**config.mk**
```make
export PLATFORM = sky130hd
export DESIGN_NAME = filter_step_seq
export DESIGN_NICKNAME = d
export VERILOG_FILES = /design/src/rtl/filter_step_seq.sv
export SDC_FILE = /design/constraint.sdc
export NUM_CORES = 1
export LEC_CHECK = 0
export CORE_MARGIN = 3
export CORE_UTILIZATION = 56
export DETAILED_ROUTE_END_ITERATION = 10
export DONT_BUFFER_PORTS = 1
export PLACE_DENSITY = 0.71
export RECOVER_POWER = 25
export SYNTH_ARGS = -nofsm -noshare
export SYNTH_HDL_FRONTEND = slang
export SYNTH_SLANG_ARGS = --single-unit
```
**constraint.sdc**
```tcl
create_clock -name clk -period 5.77 [get_ports clk]
set_clock_uncertainty 0.15 [all_clocks]
set_input_delay 0.8655 -clock clk [delete_from_list [all_inputs] [get_ports clk]]
set_output_delay 0.8655 -clock clk [all_outputs]
set_load 0.02 [all_outputs]
```
**src/rtl/filter_step_seq.sv**
```systemverilog
// rtl/filter_step_seq.sv - step-level stimulus sequencer for a clocked filter model
// Drives v_in through a table of levels, samples v_out at the end of each step, flags range errors.
module filter_step_seq #(
    parameter int WIDTH      = 18,
    parameter int NUM_STEPS  = 4,
    parameter int SETTLE_CYC = 2,
    parameter int HOLD_CYC   = 64,
    parameter int LIMIT      = 24576,
    localparam int IDX_W     = (NUM_STEPS > 1) ? $clog2(NUM_STEPS) : 1
) (
    input  logic                    clk,
    input  logic                    rst,
    input  logic                    start,
    input  logic                    lvl_wr,
    input  logic [IDX_W-1:0]        lvl_addr,
    input  logic signed [WIDTH-1:0] lvl_data,
    output logic                    filt_rst,
    output logic signed [WIDTH-1:0] v_in,
    input  logic signed [WIDTH-1:0] v_out,
    output logic                    sample_valid,
    output logic signed [WIDTH-1:0] sample_data,
    output logic [IDX_W-1:0]        sample_idx,
    output logic                    busy,
    output logic                    done,
    output logic                    range_err
);

    localparam int CNT_MAX = (SETTLE_CYC > HOLD_CYC) ? SETTLE_CYC : HOLD_CYC;
    localparam int CNT_W   = (CNT_MAX > 1) ? $clog2(CNT_MAX) : 1;
    localparam logic [WIDTH:0] LIMIT_M = (WIDTH+1)'(LIMIT);

    typedef enum logic [1:0] {
        S_IDLE     = 2'd0,
        S_RST_FILT = 2'd1,
        S_STEP     = 2'd2,
        S_DONE     = 2'd3
    } state_t;

    state_t                  state_q, state_d;
    logic [CNT_W-1:0]        cnt_q, cnt_d;
    logic [IDX_W-1:0]        idx_q, idx_d;
    logic signed [WIDTH-1:0] table_q [NUM_STEPS];

    logic                    filt_rst_q, filt_rst_d;
    logic signed [WIDTH-1:0] v_in_q, v_in_d;
    logic                    sample_valid_q, sample_valid_d;
    logic signed [WIDTH-1:0] sample_data_q, sample_data_d;
    logic [IDX_W-1:0]        sample_idx_q, sample_idx_d;
    logic                    busy_q, busy_d;
    logic                    done_q, done_d;
    logic                    range_err_q, range_err_d;

    logic                    hold_end;
    logic                    wr_ok;
    logic signed [WIDTH:0]   v_ext;
    logic [WIDTH:0]          v_mag;
    logic                    over_limit;

    assign hold_end = (state_q == S_STEP) && (cnt_q == CNT_W'(HOLD_CYC - 1));
    assign wr_ok    = lvl_wr && (state_q == S_IDLE) &&
                      ({1'b0, lvl_addr} < (IDX_W+1)'(NUM_STEPS));

    // One extra bit so that negating the most negative code cannot wrap.
    assign v_ext      = {v_out[WIDTH-1], v_out};
    assign v_mag      = v_out[WIDTH-1] ? (~v_ext + 1'b1) : v_ext;
    assign over_limit = (v_mag > LIMIT_M);

    always_ff @(posedge clk or posedge rst) begin
        if (rst) begin
            state_q <= S_IDLE;
            cnt_q   <= '0;
            idx_q   <= '0;
        end else begin
            state_q <= state_d;
            cnt_q   <= cnt_d;
            idx_q   <= idx_d;
        end
    end

    always_comb begin
        state_d = state_q;
        cnt_d   = cnt_q;
        idx_d   = idx_q;
        unique case (state_q)
            S_IDLE: begin
                if (start) begin
                    state_d = S_RST_FILT;
                    cnt_d   = '0;
                end
            end
            S_RST_FILT: begin
                if (cnt_q == CNT_W'(SETTLE_CYC - 1)) begin
                    state_d = S_STEP;
                    cnt_d   = '0;
                    idx_d   = '0;
                end else begin
                    cnt_d = cnt_q + CNT_W'(1);
                end
            end
            S_STEP: begin
                if (hold_end) begin
                    cnt_d = '0;
                    if (idx_q == IDX_W'(NUM_STEPS - 1)) begin
                        state_d = S_DONE;
                    end else begin
                        idx_d = idx_q + IDX_W'(1);
                    end
                end else begin
                    cnt_d = cnt_q + CNT_W'(1);
                end
            end
            S_DONE:  state_d = S_IDLE;
            default: state_d = S_IDLE;
        endcase
    end

    // Outputs are derived from the next state so that they line up with it once registered.
    always_comb begin
        filt_rst_d     = (state_d == S_RST_FILT);
        v_in_d         = (state_d == S_STEP) ? table_q[idx_d] : '0;
        busy_d         = (state_d != S_IDLE);
        done_d         = (state_d == S_DONE);
        sample_valid_d = hold_end;
        sample_data_d  = hold_end ? v_out : sample_data_q;
        sample_idx_d   = hold_end ? idx_q : sample_idx_q;
        range_err_d    = range_err_q;
        if ((state_q == S_IDLE) && start) begin
            range_err_d = 1'b0;
        end else if ((state_q == S_STEP) && over_limit) begin
            range_err_d = 1'b1;
        end
    end

    always_ff @(posedge clk or posedge rst) begin
        if (rst) begin
            filt_rst_q     <= 1'b1;
            v_in_q         <= '0;
            sample_valid_q <= 1'b0;
            sample_data_q  <= '0;
            sample_idx_q   <= '0;
            busy_q         <= 1'b0;
            done_q         <= 1'b0;
            range_err_q    <= 1'b0;
        end else begin
            filt_rst_q     <= filt_rst_d;
            v_in_q         <= v_in_d;
            sample_valid_q <= sample_valid_d;
            sample_data_q  <= sample_data_d;
            sample_idx_q   <= sample_idx_d;
            busy_q         <= busy_d;
            done_q         <= done_d;
            range_err_q    <= range_err_d;
        end
    end

    always_ff @(posedge clk or posedge rst) begin
        if (rst) begin
            for (int i = 0; i < NUM_STEPS; i++) begin
                table_q[i] <= '0;
            end
        end else if (wr_ok) begin
            table_q[lvl_addr] <= lvl_data;
        end
    end

    assign filt_rst     = filt_rst_q;
    assign v_in         = v_in_q;
    assign sample_valid = sample_valid_q;
    assign sample_data  = sample_data_q;
    assign sample_idx   = sample_idx_q;
    assign busy         = busy_q;
    assign done         = done_q;
    assign range_err    = range_err_q;

endmodule

```
==> flow_summary.toml, run 1 <==
[global_route]
grt_start_max_net_pins = 77
globalRouteOverflowTotal = 0
antenna_found_initial = 0
grt_pass1_wl_mm = 19.3
grt_pass1_vias = 3797
grt_use_total_pct = 21.9

[floorplanning]
dieHeight_um = 107
dieArea_mm2 = 0.0114
core_mm2 = 0.00982
io_pins = 85
placement_rows = 36
die_w_um = 107
start_util_pct = 58.1

[sta]
relSlewSlack_pct = -122
fin_crit_sh_pct = 57.2
setup_viol = 0
drv_slew = 77
worst_pin_slew_ns = 3.31
hold_viol = 0
fmax_mhz = 303
rsz0062_at_grt = "false"
tns_ns = 0
period_needed_ns = 3.30

[final_layout]
regArea_mm2 = 0.00313
drive_above_1_share_pct = 23.8
finalNetCount = 527
nFillCells = 765
multi_input_area_mm2 = 0.00239
antenna_cells = 0
fin_area_mm2 = 0.00638
areaGrowthSynthToFinish_pct = 11.8

[setup_path]
rr_endpoint = "v_in[15]"
r2r_cells = 9
crit_path_cell_trace = "inv_1, ha_1, and3_2, nand2_4, clkinv_1, a31oi_1, o21ai_1, nand3b_2, o22ai_1"
max_stage_delay_ns = 0.56
crit_family = "simple AND/OR/NAND/NOR gates"
worstPathArrival_ns = 3.56
cp_num_buf_inv = 2
required_ns = 6.03
r2r-start = "state_q[0]"
r2r_slack_ns = 2.47
crit_cells = 9
end_kind = "flip-flop"
crit_end = "v_in[15]"
slowest_stage = "nand3b_2"
crit_type = "flip-flop to flip-flop"
worst-path-max-fanout = 28
startpoint = "state_q[0]"
critPathLaunchType = "flip-flop"

[clock_tree]
clock_path_buffers = 2
cts_inserted_buffers = 17
hold_buffers = 0
ctsResizeCount = 0
htree_levels = 4
cts_sinks = 125
clkTransAtPathRegs_ns = 0.06
postCtsSetupBuffers = 0
clk_latency_ns = 0.51
clock-root-buffer = "clkbuf_8"
cts_tree = "yes"

[route]
drt_iter0_drc = 141
drt_first_pass_iters = 5
vias = 3701
post_drt_wl_per_cell_um = 19.0
drt_wl_total_mm = 11.8
postRouteAntennaNets = 0
drc = 0
via_per_inst = 5.96

[hold_path]
holdCritPathClass = "primary input to flip-flop"

[yosys]
ys_seq_area_share_pct = 54.8
synth-async-reset-ratio_pct = 100
syn_area_mm2 = 0.00571
synth.top_cell.area_share_pct = 54.4
yosys.area.top_type = "dfrtp_1"
ys_ff_latch = 125
synth_edf_count = 0
synth_warnings = 0
synth_area_per_cell_um2 = 12.0
syn-num-nets = 527
synthTopCellsByArea = "dfrtp_1 54%, mux2_2 14%, mux2i_1 6.3%"
synth.distinct_cells = 56
synthCells = 477
ys.flop_type = "dfrtp_1"

[placement]
io_buffers = 0
postPlaceCellArea_mm2 = 0.00577
place_hpwl_mm = 7.59
place.gp.congestion = 0.839

[power]
max-vdd-ir-drop_v = 0.000223
cellLeakagePower_nw = 3.02
pwr_density_cell_mw_per_mm2 = 486

[run_status]
violations = "capacitance limit, slew limit"
run_status = "finished with violations"

[job]
maxCapViolCount = 1
-- layout make-up --
class,instances,area share (%)
sequential,125,49.0
clock buffer,24,7.53
timing repair buffer,4,0.471
clock inverter,6,2.08
tap,133,2.61
inverter,14,0.843
multi-input combinational,315,37.4
-- worst reg2reg max path: stages, from the launching register on --
cell and delay [ns]:
dfrtp_1 0.39, inv_1 0.10, ha_1 0.28, and3_2 0.26
nand2_4 0.24, clkinv_1 0.47, a31oi_1 0.32, o21ai_1 0.12
nand3b_2 0.56, o22ai_1 0.31
-- metrics by stage --
step | util [%] | worst slack [ns] | power (W) | hold WS (ns) | std cells
2_1_floorplan | - | 1.43 | 0.00186 | 0.329 | 477
3_5_place_dp | 58.7 | 2.51 | 0.00201 | 0.343 | 591
4_1_cts | 65.0 | 2.48 | 0.00312 | 0.288 | 621
3_3_place_gp | 58.7 | 2.67 | 0.00196 | 0.336 | 591
6_report | 65.0 | 2.47 | 0.00310 | 0.312 | 621
5_1_grt | 65.0 | 2.19 | 0.00325 | 0.288 | 621
-- layer usage --
metal	wire, um	global-route usage (%)	up-vias	share of wire [%]
li1	-	-	1717	-
met1	5150	28.0	1873	44
met2	5780	35.3	98	49
met3	705	6.80	13	6.0
met4	162	8.04	0	1.4
met5	0	0	-	0
-- sequential cells by signal, indices dropped and copies added (netlist names), 2 cells and up --
register     flops
table_q         72
v_in            18
idx_q            2
sample_data     18
sample_idx       2
cnt_q            6
state_q          2
-- layout by cell type, fill, tap and decap left out, drive strengths merged, types with 2 or more instances in the layout --
master / netlist / layout
dfrtp: 124 / 124
mux2: 72 / 72
nand2: 68 / 68
mux2i: 36 / 36
clkbuf: 12 / 24
o22ai: 22 / 22
o21ai: 21 / 21
inv: 13 / 12
nand3: 9 / 9
a21oi: 8 / 8
ha: 8 / 8
nor2: 7 / 7
nor4: 7 / 7
nor3: 6 / 6
o211ai: 5 / 5
bufinv: 0 / 4
buf: 11 / 4
o31ai: 4 / 4
and3: 4 / 4
and2: 3 / 3
a211oi: 3 / 3
or3: 3 / 3
or4: 3 / 3
nand3b: 3 / 3
nand2b: 2 / 2
nand4: 2 / 2
nand4b: 2 / 2
xor2: 2 / 2
clkinv: 1 / 2
clkinvlp: 0 / 2
-- logic make-up (layout without fill, tap and decap cells) --
family,count (synthesis),in the layout,share of synthesized area (%)
flops,125,125,54.8
xor+xnor,3,3,0.461
mux,108,108,20.5
compound gates,73,73,8.05
fa+ha+maj,8,8,1.75
buf+inv,37,48,3.35
simple gates,123,123,11.0
-- worst min path at each step --
stage	from	endpoint	slack, ns	cells past startpoint
6_report	v_out[10]	sample_data[10]	0.31	2
5_1_grt	v_out[9]	sample_data[9]	0.29	2
4_1_cts	v_out[10]	sample_data[10]	0.29	2
3_5_place_dp	table_q[40]	table_q[40]	0.34	1
3_3_place_gp	table_q[49]	table_q[49]	0.34	1
2_1_floorplan	table_q[0]	table_q[0]	0.33	1
-- report_power, final --
part           switching [W]  internal [W]
registers           0.000188       0.00118
clock network       0.000358      0.000742
logic               0.000298      0.000333
total               0.000844       0.00225
-- Yosys cell counts, drive strengths merged (6+ instances only) --
library cell  count
ha                8
nor4              7
nor3              6
nor2              7
dfrtp           124
mux2             72
buf              11
inv              13
o21ai            21
nand2            68
clkbuf           12
a21oi             8
mux2i            36
o22ai            22
nand3             9
(Power assumes the default switching activity.)
==> inputs of run 2 (changes only) <==
--- a/config.mk
+++ b/config.mk
@@ -9,7 +9,7 @@
 export CORE_UTILIZATION = 56
 export DETAILED_ROUTE_END_ITERATION = 10
 export DONT_BUFFER_PORTS = 1
-export PLACE_DENSITY = 0.71
+export PLACE_DENSITY = 0.74
 export RECOVER_POWER = 25
 export SYNTH_ARGS = -nofsm -noshare
 export SYNTH_HDL_FRONTEND = slang
==> constraint.sdc (replaced) <==
create_clock -name clk -period 2.6 [get_ports clk]
set_clock_uncertainty 0.15 [all_clocks]
set_input_delay 0.39 -clock clk [delete_from_list [all_inputs] [get_ports clk]]
set_output_delay 0.39 -clock clk [all_outputs]
set_load 0.02 [all_outputs]
==> flow_summary.toml, run 2 (synthesis gave the netlist of run 1 again) <==
[setup_path]
required_ns = 2.84
critPathLaunchType = "flip-flop"
end_kind = "flip-flop"
crit_type = "flip-flop to flip-flop"
worst-path-max-fanout = 37
worstPathArrival_ns = 2.74
crit_top_cell = "and3_2"
max_stage_delay_ns = 0.42
crit_path_cell_trace = "inv_2, ha_4, and3_2, nand2_4, or4_1, and3_2, buf_12, mux2i_1, o22ai_1"
slowest_stage = "dfrtp_1"

[clock_tree]
cts_inserted_buffers = 17
clkTransAtPathRegs_ns = 0.06
cts_sinks = 125
postCtsSetupBuffers = 0
clk_latency_ns = 0.52
cts_tree = "yes"
htree_levels = 4
clock-root-buffer = "clkbuf_8"
clock_path_buffers = 2

[placement]
postPlaceCellArea_mm2 = 0.00592
place_hpwl_mm = 8.21
place.gp.congestion = 0.809
io_buffers = 0

[global_route]
grt_start_max_net_pins = 38
grt_pass1_wl_mm = 21.2
grt_use_total_pct = 24.1
antenna_found_initial = 0
globalRouteOverflowTotal = 0
grt_pass1_vias = 4223

[hold_path]
holdCritPathClass = "primary input to flip-flop"

[route]
drc = 0
drt_wl_total_mm = 13.0
postRouteAntennaNets = 0
post_drt_wl_per_cell_um = 19.3
via_per_inst = 5.84
drt_first_pass_iters = 5
vias = 3936
drt_iter0_drc = 191

[final_layout]
fin_area_mm2 = 0.00693
areaGrowthSynthToFinish_pct = 21.4
largest_register_ffs = 72
final_util_pct = 70.5
mostFrequentLayoutCell = "dfrtp_1"
finalNetCount = 578
top_register = "table_q"
drive_above_1_share_pct = 25.7
antenna_cells = 0
layout_common_cells = "123 x dfrtp_1, 72 x mux2_2, 67 x nand2_1"
nFillCells = 704

[run_status]
run_status = "completed"

[floorplanning]
die_w_um = 107
dieArea_mm2 = 0.0114
dieHeight_um = 107
start_util_pct = 58.1
placement_rows = 36
core_mm2 = 0.00982
io_pins = 85

[sta]
hold_viol = 0
setup_viol = 0
fin_crit_sh_pct = 96.1
tns_ns = 0
relSlewSlack_pct = 19.4
period_needed_ns = 2.50
worst_pin_slew_ns = 1.20
fmax_mhz = 400
drv_slew = 0

[power]
cellLeakagePower_nw = 3.25
max-vdd-ir-drop_v = 0.000674
pwr_density_cell_mw_per_mm2 = 1020
total_power_w = 0.00707

[job]
maxCapViolCount = 0
-- run 2: cell types whose count changed in the layout (fill, tap and decap cells not counted), moves of 2 or more --
cell           previous run  this run
dlygate4sd3_1             0        38
buf_4                     4        13
clkinv_4                  0         3
buf_12                    0         2
clkbuf_1                  3         1
clkbuf_2                  0         2
clkbuf_8                  5         3
inv_6                     0         2
-- run 2: final cells by class --
type / count / area [um2] / area share, %
repair buffers: 55 / 528 / 7.62
clock inverters: 12 / 184 / 2.66
flip-flops and latches: 125 / 3130 / 45.2
well taps: 133 / 166 / 2.40
inverters: 14 / 53.8 / 0.777
multi-input cells: 315 / 2420 / 34.9
clock buffers: 20 / 445 / 6.43
-- run 2: what timing repair did --
item / in CTS / in global routing
endpoints found under the setup margin: 18 / 19
gates resized for setup: 2 / 6
hold buffers: 38 / 0
hold endpoints to repair: 115 / 0
pin swaps: 0 / 0
-- run 2: layer usage --
| metal | global-route usage (%) | vias to the layer above | routed length [um] |
|---|---|---|---|
| li1 | - | 1820 | - |
| met1 | 30.2 | 1977 | 5420 |
| met2 | 39.6 | 126 | 6560 |
| met3 | 8.25 | 13 | 850 |
| met4 | 7.67 | 0 | 182 |
| met5 | 0 | - | 0 |
-- run 2: final timing paths --
path                       cells after the start  slack [ns]   startpoint     endpoint
max in group asynchronous                      3        0.43          rst      v_in[3]
min                                            4        0.07    v_out[13]    range_err
max                                            9        0.10   state_q[0]      v_in[8]
min in group asynchronous                      2        0.43          rst  table_q[11]
min reg2reg                                    1        0.35  table_q[36]  table_q[36]
max reg2reg                                    9        0.10   state_q[0]      v_in[8]
-- run 2: worst max-delay path: cells and delay by family, from the launching register on --
kind / cells / cell delay, ns
simple gates: 4 / 0.96
flops: 1 / 0.42
buf+inv: 2 / 0.30
mux: 1 / 0.22
fa+ha+maj: 1 / 0.18
compound gates: 1 / 0.11
-- run 2: report_power, final --
| group | internal [W] | total, W | switching (W) | leakage (nW) |
|---|---|---|---|---|
| Clock | 0.00162 | 0.00247 | 0.000853 | 0.302 |
| Combinational | 0.000823 | 0.00154 | 0.000722 | 1.45 |
| Sequential | 0.00261 | 0.00306 | 0.000441 | 1.49 |
-- run 2: metrics by stage --
stage	cells	setup slack [ns]	hold slack (ns)
floorplan	477	0.202	0.329
global placement	604	0.0835	0.219
detailed placement	604	0.000667	0.233
CTS	674	0.0100	0.0474
global route	674	-0.00211	0.0650
finish	674	0.101	0.0747
==> inputs of run 3 (changes only) <==
--- a/config.mk
+++ b/config.mk
@@ -7,6 +7,7 @@
 export LEC_CHECK = 0
 export CORE_MARGIN = 3
 export CORE_UTILIZATION = 56
+export CTS_CLUSTER_DIAMETER = 150
 export DETAILED_ROUTE_END_ITERATION = 10
 export DONT_BUFFER_PORTS = 1
 export PLACE_DENSITY = 0.74
==> results of run 3 <==
The final DEF is identical to that of run 2; final timing and power are the same.
